--- src/rtl/graphic_pkg.sv ---
// Shared types and constants for the pixel pipeline: mode encoding, colour-bar palette, luma weights.
// Pure declarations and combinational helpers; no timing or flow control.
package graphic_pkg;

   typedef enum logic [1:0] {
      MODE_DIRECT = 2'd0,
      MODE_GRAY   = 2'd1,
      MODE_BARS   = 2'd2
   } mode_t;

   localparam int GRAY_R = 77;
   localparam int GRAY_G = 150;
   localparam int GRAY_B = 29;

   // Left to right: white, yellow, cyan, green, magenta, red, blue, black
   localparam logic [23:0] BAR_RGB [8] = '{
      24'hFFFFFF, 24'hFFFF00, 24'h00FFFF, 24'h00FF00,
      24'hFF00FF, 24'hFF0000, 24'h0000FF, 24'h000000
   };

   // The reserved encoding falls back to direct colour
   function automatic mode_t decode_mode(input logic [1:0] m);
      return (m == 2'd3) ? MODE_DIRECT : mode_t'(m);
   endfunction

   function automatic logic in_range(input int v, input int lo, input int hi);
      return (v >= lo) && (v < hi);
   endfunction

endpackage

--- src/rtl/graphic_delay_line.sv ---
// Enabled shift register of DEPTH stages, W bits wide, loading RST_VAL on reset.
// Latency DEPTH enabled cycles; holds all stages while en is low.
module graphic_delay_line #(
   parameter int           W       = 1,
   parameter int           DEPTH   = 1,
   parameter logic [W-1:0] RST_VAL = '0
) (
   input  logic         clk,
   input  logic         rst_n,
   input  logic         en,
   input  logic [W-1:0] d,
   output logic [W-1:0] q
);

   logic [W-1:0] sr [DEPTH];

   always_ff @(posedge clk or negedge rst_n) begin
      if (!rst_n) begin
         for (int i = 0; i < DEPTH; i++) sr[i] <= RST_VAL;
      end else if (en) begin
         sr[0] <= d;
         for (int i = 1; i < DEPTH; i++) sr[i] <= sr[i-1];
      end
   end

   assign q = sr[DEPTH-1];

endmodule

--- src/rtl/generate_graphic_pipe.sv ---
// Beam position -> frame-buffer read -> RGB888 with delayed syncs; latency MEM_LAT+2 enabled cycles.
// Advances only on pix_en; no backpressure, memory must answer exactly MEM_LAT enabled cycles after mem_rd.
module generate_graphic_pipe
   import graphic_pkg::*;
#(
   parameter int          X_W       = 10,
   parameter int          IMG_X0    = 120,
   parameter int          IMG_Y0    = 0,
   parameter int          IMG_W     = 160,
   parameter int          IMG_H     = 100,
   parameter int          SCALE_SH  = 1,
   parameter int          ADDR_W    = 16,
   parameter int          BASE_ADDR = 0,
   parameter int          MEM_LAT   = 1,
   parameter logic [23:0] BG_RGB    = 24'h555555
) (
   input  logic              clk,
   input  logic              rst_n,
   input  logic              pix_en,
   input  logic [X_W-1:0]    x,
   input  logic [X_W-1:0]    y,
   input  logic              hsync_i,
   input  logic              vsync_i,
   input  logic              blank_i,
   input  logic [1:0]        mode,
   output logic [ADDR_W-1:0] mem_addr,
   output logic              mem_rd,
   input  logic [31:0]       ReadData,
   output logic [7:0]        red,
   output logic [7:0]        green,
   output logic [7:0]        blue,
   output logic              hsync_o,
   output logic              vsync_o,
   output logic              blank_o
);

   localparam int X_END = IMG_X0 + (IMG_W << SCALE_SH);
   localparam int Y_END = IMG_Y0 + (IMG_H << SCALE_SH);

   typedef struct packed {
      logic       in_win;
      logic [2:0] bar;
      logic       hsync;
      logic       vsync;
      logic       blank;
   } side_t;

   localparam side_t SIDE_RST = '{in_win: 1'b0, bar: 3'd0, hsync: 1'b1, vsync: 1'b1, blank: 1'b1};

   logic              in_win;
   logic [X_W-1:0]    col;
   logic [X_W-1:0]    row;
   logic [ADDR_W-1:0] addr_next;
   logic [2:0]        bar_next;
   side_t             side_next;
   side_t             side_q;
   logic              vs_prev;
   mode_t             mode_q;
   logic [7:0]        luma;
   logic [23:0]       rgb_next;
   logic              unused_hi;

   // Range tests on the raw coordinates come first so x < IMG_X0 never wraps into the window
   assign in_win = in_range(int'(x), IMG_X0, X_END) && (x != '1) &&
                   in_range(int'(y), IMG_Y0, Y_END) && (y != '1) && !blank_i;

   assign col       = X_W'((int'(x) - IMG_X0) >> SCALE_SH);
   assign row       = X_W'((int'(y) - IMG_Y0) >> SCALE_SH);
   assign addr_next = ADDR_W'(BASE_ADDR + int'(row) * IMG_W + int'(col));
   assign bar_next  = 3'((int'(col) * 8) / IMG_W);
   assign side_next = '{in_win: in_win, bar: bar_next, hsync: hsync_i, vsync: vsync_i, blank: blank_i};

   always_ff @(posedge clk or negedge rst_n) begin
      if (!rst_n) begin
         mem_rd   <= 1'b0;
         mem_addr <= ADDR_W'(BASE_ADDR);
         vs_prev  <= 1'b1;
         mode_q   <= MODE_DIRECT;
      end else if (pix_en) begin
         mem_rd  <= in_win;
         if (in_win) mem_addr <= addr_next;
         vs_prev <= vsync_i;
         if (vs_prev && !vsync_i) mode_q <= decode_mode(mode);
      end
   end

   graphic_delay_line #(
      .W       ($bits(side_t)),
      .DEPTH   (MEM_LAT + 1),
      .RST_VAL (SIDE_RST)
   ) u_side_dly (
      .clk   (clk),
      .rst_n (rst_n),
      .en    (pix_en),
      .d     (side_next),
      .q     (side_q)
   );

   assign unused_hi = ^ReadData[31:24];
   assign luma = 8'((int'(ReadData[23:16]) * GRAY_R + int'(ReadData[15:8]) * GRAY_G +
                     int'(ReadData[7:0]) * GRAY_B) >> 8);

   always_comb begin
      rgb_next = BG_RGB;
      if (side_q.blank) begin
         rgb_next = 24'h000000;
      end else if (side_q.in_win) begin
         case (mode_q)
            MODE_GRAY: rgb_next = {3{luma}};
            MODE_BARS: rgb_next = BAR_RGB[side_q.bar];
            default:   rgb_next = ReadData[23:0];
         endcase
      end
   end

   always_ff @(posedge clk or negedge rst_n) begin
      if (!rst_n) begin
         {red, green, blue}          <= 24'h000000;
         {hsync_o, vsync_o, blank_o} <= 3'b111;
      end else if (pix_en) begin
         {red, green, blue}          <= rgb_next;
         {hsync_o, vsync_o, blank_o} <= {side_q.hsync, side_q.vsync, side_q.blank};
      end
   end

endmodule

--- config.mk ---
export PLATFORM = sky130hd
export DESIGN_NAME = generate_graphic_pipe
export DESIGN_NICKNAME = d
export VERILOG_FILES = /design/src/rtl/graphic_pkg.sv /design/src/rtl/graphic_delay_line.sv /design/src/rtl/generate_graphic_pipe.sv
export SDC_FILE = /design/constraint.sdc
export NUM_CORES = 1
export LEC_CHECK = 0
export CAP_MARGIN = 40
export CORE_UTILIZATION = 51
export CTS_CLUSTER_SIZE = 24
export DETAILED_ROUTE_END_ITERATION = 16
export PLACE_DENSITY = 0.76
export SLEW_MARGIN = 20
export SYNTH_ARGS = -nofsm -noshare
export SYNTH_HDL_FRONTEND = slang
export SYNTH_SLANG_ARGS = --single-unit
--- constraint.sdc ---
create_clock -name clk -period 1.6 [get_ports clk]
set_clock_uncertainty 0.2 [all_clocks]
set_input_delay 0.32 -clock clk [delete_from_list [all_inputs] [get_ports clk]]
set_output_delay 0.32 -clock clk [all_outputs]
set_load 0.05 [all_outputs]
==> Word-level counts from Yosys, hierarchy flattened <==
Memories as Yosys holds them, arrays and structs flattened.
Index checks and enable logic that the tools add are counted.
{ "totals": {"ff_bits": 61, "romBits": 192, "input_bits": 60, "out_inout_bits": 44, "elab_cells": 48, "n_memories": 1} }
{ "op_classes": {"add_sub_neg": 4, "mul": 4, "div_mod_pow": 1, "magnitude_cmp": 4, "eq_ne": 5, "muxes": 6, "bitwise": 1, "n_reduce_logical": 10} }
{ "mem_list": {"columns": ["name", "depth", "word_bits", "read_ports", "rd_clocked_by_memory_dff", "wr", "line", "rtl"], "rows": [
  ["(no name shown)", 8, 24, 1, 0, 0, "generate_graphic_pipe.sv:110", "MODE_BARS: rgb_next = BAR_RGB[side_q.bar];"]
]} }
{ "op_table": {"columns": ["cell", "n"], "rows": [
  ["$mux 24", 4],
  ["$pmux 24 s2", 1],
  ["$div 14x9->32 const B", 1],
  ["$mul 8x7->15 const B", 2],
  ["$ne 10x10->1 const B", 2],
  ["$add 15x16->16", 1],
  ["$add 16x10->16", 1],
  ["$add 16x13->16", 1],
  ["$mul 8x5->13 const B", 1],
  ["$mul 9x3->11 const B", 1],
  ["$sub 10x7->11 const B", 1],
  ["$ge 10x7->1 const B", 1],
  ["$lt 10x8->1 const B", 1],
  ["$lt 10x9->1 const B", 1],
  ["$logic_and 1x1->1", 6],
  ["$eq 2x2->1 const B", 2],
  ["$ge 4x4->1 const B", 1],
  ["$not 3->4", 1],
  ["$reduce_and 2->1", 2],
  ["$eq 2x1->1 const B", 1],
  ["$logic_not 1->1", 2],
  ["$mux 2", 1]
]} }

==> Depth between registers and ports, before layout <==
{ "logic_depth": {"ltp_word": 7, "ltp_mapped": 27, "depth_no_buf": 27} }

==> Modules after synthesis <==
Synthesis repeated with hierarchy kept, for this count alone.
{ "hier_totals": {"hier_cells": 718, "hier_area_um2": 7070.5} }
{ "modules_own_cells": {"columns": ["mod", "instances", "cells_each", "area_per_inst_um2", "seq_area_each_um2"], "rows": [
  ["generate_graphic_pipe", 1, 682, 6491.2, 1181.1],
  ["graphic_delay_line", 1, 36, 579.3, 357.8]
]} }

==> Worst setup path after synthesis <==
Ideal clock, no wire load.
{ "synth_timing": {"path_type": "input to register", "startpoint": "in ReadData[12]", "endpoint": "reg blue[6]", "setup_ps": 67, "arrival_ps": 6090, "t_required_ps": 1333, "slack_ps": -4757, "path_stages": 25, "path_buffers": 0, "path_cell_list": "ha_1 -> ha_1 -> inv_1 -> fa_1 -> fa_1 -> inv_1 -> ha_1 -> o21ai_0 -> a21boi_0 -> nor2_1 -> ha_1 -> inv_1 -> fa_1 -> fa_1 -> inv_1 -> fa_1 -> ha_1 -> nand3_1 -> nand2_1 -> a41o_1 -> o41a_1 -> a21oi_1 -> mux2i_1 -> o221ai_1 -> nand2_1"} }
{ "synth_between": {"elab_chain_len": 6} }
{ "synth_rtl": {"columns": ["item", "line", "rtl"], "rows": [
  ["from (decl)", "generate_graphic_pipe.sv:28", "input logic [31:0] ReadData,"],
  ["$mul 8x7->15", "generate_graphic_pipe.sv:100", "assign luma = 8'((int'(ReadData[23:16]) * GRAY_R + int'(ReadData[15:8]) * GRAY_G +"],
  ["$add 15x16->16", "generate_graphic_pipe.sv:100", null],
  ["$add 16x13->16", "generate_graphic_pipe.sv:100", null],
  ["$pmux 24 s2", "generate_graphic_pipe.sv:108", "case (mode_q)"],
  ["$mux 24", "generate_graphic_pipe.sv:107", "end else if (side_q.in_win) begin"],
  ["$mux 24", "generate_graphic_pipe.sv:105", "if (side_q.blank) begin"],
  ["to (signal assigned)", "generate_graphic_pipe.sv:121", "{red, green, blue} <= rgb_next;"],
  ["to (decl)", "generate_graphic_pipe.sv:31", "output logic [7:0] blue,"]
]} }
No other way between the ends.
A chain may end at the register's enable or synchronous reset.

==> Worst setup path after layout <==
{ "layout_timing": {"startpoint": "in ReadData[9]", "endpoint": "reg red[5]"} }
{ "layout_between": {"elab_chain_len": 6} }
{ "layout_rtl": {"columns": ["item", "line", "rtl"], "rows": [
  ["$mul 8x7->15", "generate_graphic_pipe.sv:100", null],
  ["$add 15x16->16", "generate_graphic_pipe.sv:100", null],
  ["$add 16x13->16", "generate_graphic_pipe.sv:100", null],
  ["$pmux 24 s2", "generate_graphic_pipe.sv:108", null],
  ["$mux 24", "generate_graphic_pipe.sv:107", null],
  ["$mux 24", "generate_graphic_pipe.sv:105", null],
  ["to (signal assigned)", "generate_graphic_pipe.sv:121", null],
  ["to (decl)", "generate_graphic_pipe.sv:29", "output logic [7:0] red,"]
]} }
No other way between the ends.

==> results.md <==
- Hold Crit Class: in2reg
- Max-slew violation count: 0
- Fin worst setup slack: -4.583 ns
- Met3 GRT Util: under 10%
- Largest net degree at the start of global routing: 31
- DRC errors left: 0
- Post-synth top cells: 122 x inv_1, 106 x ha_1, 57 x fa_1
- Largest area contributor in the netlist: ha_1
- Wirelength per Cell: ~22 µm
- Post-synthesis instance total: ~750
- Synth Cell Area: 7033 µm²
- Vias per cell: around 6.0
- Setup-failing EPs final: 44
- MaxCap Viol Count: 0
- Ports: about 100
- H-tree levels: 3
- Layout cell share with drive strength beyond 1: 44.63%
- Worst-path clk slew: around 0.06 ns
- R2R setup slack: -0.55 ns
- Failing checks: negative setup slack
- Number of synthesized flops with an enable pin: 0
- Final Cell Area: 11,510 µm²
- Most numerous cell in the Yosys netlist: inv_1
- Total negative slack: -124.96 ns
- Initial DRC Count: roughly 520
- Final Hold Vio Count: 0
- First-pass detailed-route iteration total: 7
- Avg Synthesized Cell Area: between 9 and 10 µm²
- Pre-CTS setup slack: -5.298 ns
- Post-Syn Nets: 972
- Initial antenna violation count: 0
- Final core utilization: around 86%
- Diode count: 0
- Hold Path Sink: mem_addr[2]
- Clk_lat worst skew: 0.34 ns
- Area after DPL: approximately 10,000 µm²
- Syn-to-layout area delta: 63.73%
- GRT overflow: 0
- Yosys warns: 0
- Post-layout min period: between 6 and 7 ns
- #FFs+latches synth: about 60
- Die height: approximately 120 µm
- Least-Margin Pin Slew: 0.5940 ns
- Hold slack: ~0.13 ns
- CTS root buffer: clkbuf_16
- Starting Density: a little over half
- Number of global-route vias before repair: 7,622
- Seq/Total Area, Yosys: between 20% and 30%
- Yosys cell types: 75
- TritonCTS clock tree: yes
- Tightest slew margin relative to the limit: 60.26%
- IO Port Bufs: slightly above 90
- Critical path launch point: ReadData[9]
- Asr flop ratio synth: 100.0%
- Die ar.: about 14,000 µm²
- Worst hold path cell count: 3
- Power Density: ~2100 nW/µm²
- Worst hold start: x[3]
- Via count: 7,238
- Worst Setup End Kind: register
- Final ANT Viol Nets: 0
- CP Class: in2reg
- Req. time, crit path: about 1.7 ns
- Die W: approximately 120 µm
- Row count: 42
- Unrepaired setup endpoints after global routing: yes
- Core ar.: ~13,000 µm²
- Final GP Congestion: between 0.9 and 1
- End of the worst register-to-register path: blue[1]
- GR Util met1: between 30% and 40%
- Area share of the leading cell type in the synthesized netlist: 18.86%
- First-pass GRT wire length: between 30,000 and 40,000 µm
- Final Non-Filler Cells: between 1,000 and 1,500
- Pleak: approximately 5.6 nW
- Outcome: finished with violations
- Routed wire length: between 20,000 and 30,000 µm
- CP arrival: ~6.3 ns
- Worst Setup Start Kind: input port
- Final period util: 386.5%
- R2R depth: 7
- CP max FO: 3
- Worst R2R Start: mode_q[0]
- Max Root-Sink Buffers: 2
- Peak supply drop: 0.002686 V
- GRT busiest layer: met2
- Tot GR Track Use: between 30 and 40%
- GR Util met2: roughly 64%
- Final nets: ~1,300
- Num CTS Buffers: 9
- Ranking of synthesized cells by area: ha_1 19%, dfrtp_1 18%, fa_1 16%
- Ys flop type: dfrtp_1
- DP Wirelength: roughly 17,000 µm
- Fmax: 161.7 MHz
- Tot Pwr: approximately 24 mW
- Clock Sinks: 59
- DP Cell Count: 1,156
## worst max-delay path by stage
stage	cells past startpoint	end
floorplan	21	blue[7]
global placement	28	blue[7]
detailed placement	25	green[7]
CTS	26	green[7]
global route	25	blue[7]
finish	26	red[5]
## flip-flops by register name, summed over array words and instances, names as in the netlist
signal         count
blank_o            1
u_side_dly.q       7
red                8
hsync_o            1
green              8
mem_addr          16
blue               8
u_side_dly.sr      7
vsync_o            1
mode_q             2
## report_power, final
part,total (mW),leakage (nW),switching (mW),internal [mW]
registers,2.13,0.723,0.340,1.79
logic,19.5,4.66,9.91,9.54
clock network,2.36,0.179,0.715,1.65
## final cells by class
| class | count | area (µm²) |
|---|---|---|
| sequential | 59 | 1488 |
| multi-input combinational | 543 | 5934 |
| fill | 610 | 1833 |
| timing repair buffer | 291 | 3033 |
| tap | 176 | 220.2 |
| inverter | 124 | 478.0 |
| clock buffer | 12 | 266.5 |
| clock inverter | 4 | 95.09 |
## per-layer routing
| metal | share of wire [%] | routed length (µm) |
|---|---|---|
| met5 | 0 | 0 |
| met4 | 5.7 | 1548 |
| met3 | 5.4 | 1453 |
| met2 | 54 | 14550 |
| met1 | 35 | 9468 |
## repair_timing
item | CTS | global route
endpoints found under the hold margin | 12 | 0
hold buffers | 1 | 0
setup endpoints to repair | 45 | 46
cloned | 0 | 0
gates resized for setup | 169 | 100
pin swaps | 86 | 71
setup buffers | 24 | 16
## critical path, stage by stage
cell,delay (ns)
clkdlybuf4s15_2,0.20
ha_1,0.32
ha_1,0.33
ha_1,0.34
ha_4,0.24
nor2b_2,0.17
o21ai_4,0.20
nand2_1,0.11
nor2_1,0.13
nor2_2,0.05
fa_1,0.44
ha_1,0.29
inv_1,0.04
fa_1,0.47
inv_1,0.05
fa_1,0.47
ha_1,0.34
a21oi_2,0.22
o21ai_2,0.12
a41o_1,0.21
o41a_1,0.40
xor2_1,0.26
nand2_2,0.12
buf_6,0.14
a21oi_2,0.16
a21o_1,0.12
## logic make-up (layout without fill, tap and decap cells)
| group | Yosys count | after routing | share of synthesized area [%] |
|---|---|---|---|
| adder cells (fa/ha/maj) | 165 | 165 | 35.37 |
| XOR/XNOR | 36 | 36 | 4.964 |
| AO/OA/AOI/OAI | 181 | 181 | 16.85 |
| buffers and inverters | 147 | 431 | 8.504 |
| multiplexers | 23 | 23 | 3.594 |
| AND/OR/NAND/NOR | 138 | 138 | 9.571 |
| flip-flops | 59 | 59 | 21.15 |
## cell usage in the layout (no fill, tap or decap), types with 29 or more instances in the layout
cell type,instances
a21oi_1,30
buf_12,50
buf_4,162
buf_6,29
dfrtp_1,50
fa_1,54
ha_1,81
inv_1,110
nand2_1,33
nor2_1,37
Power figures use the tool's default switching activity.
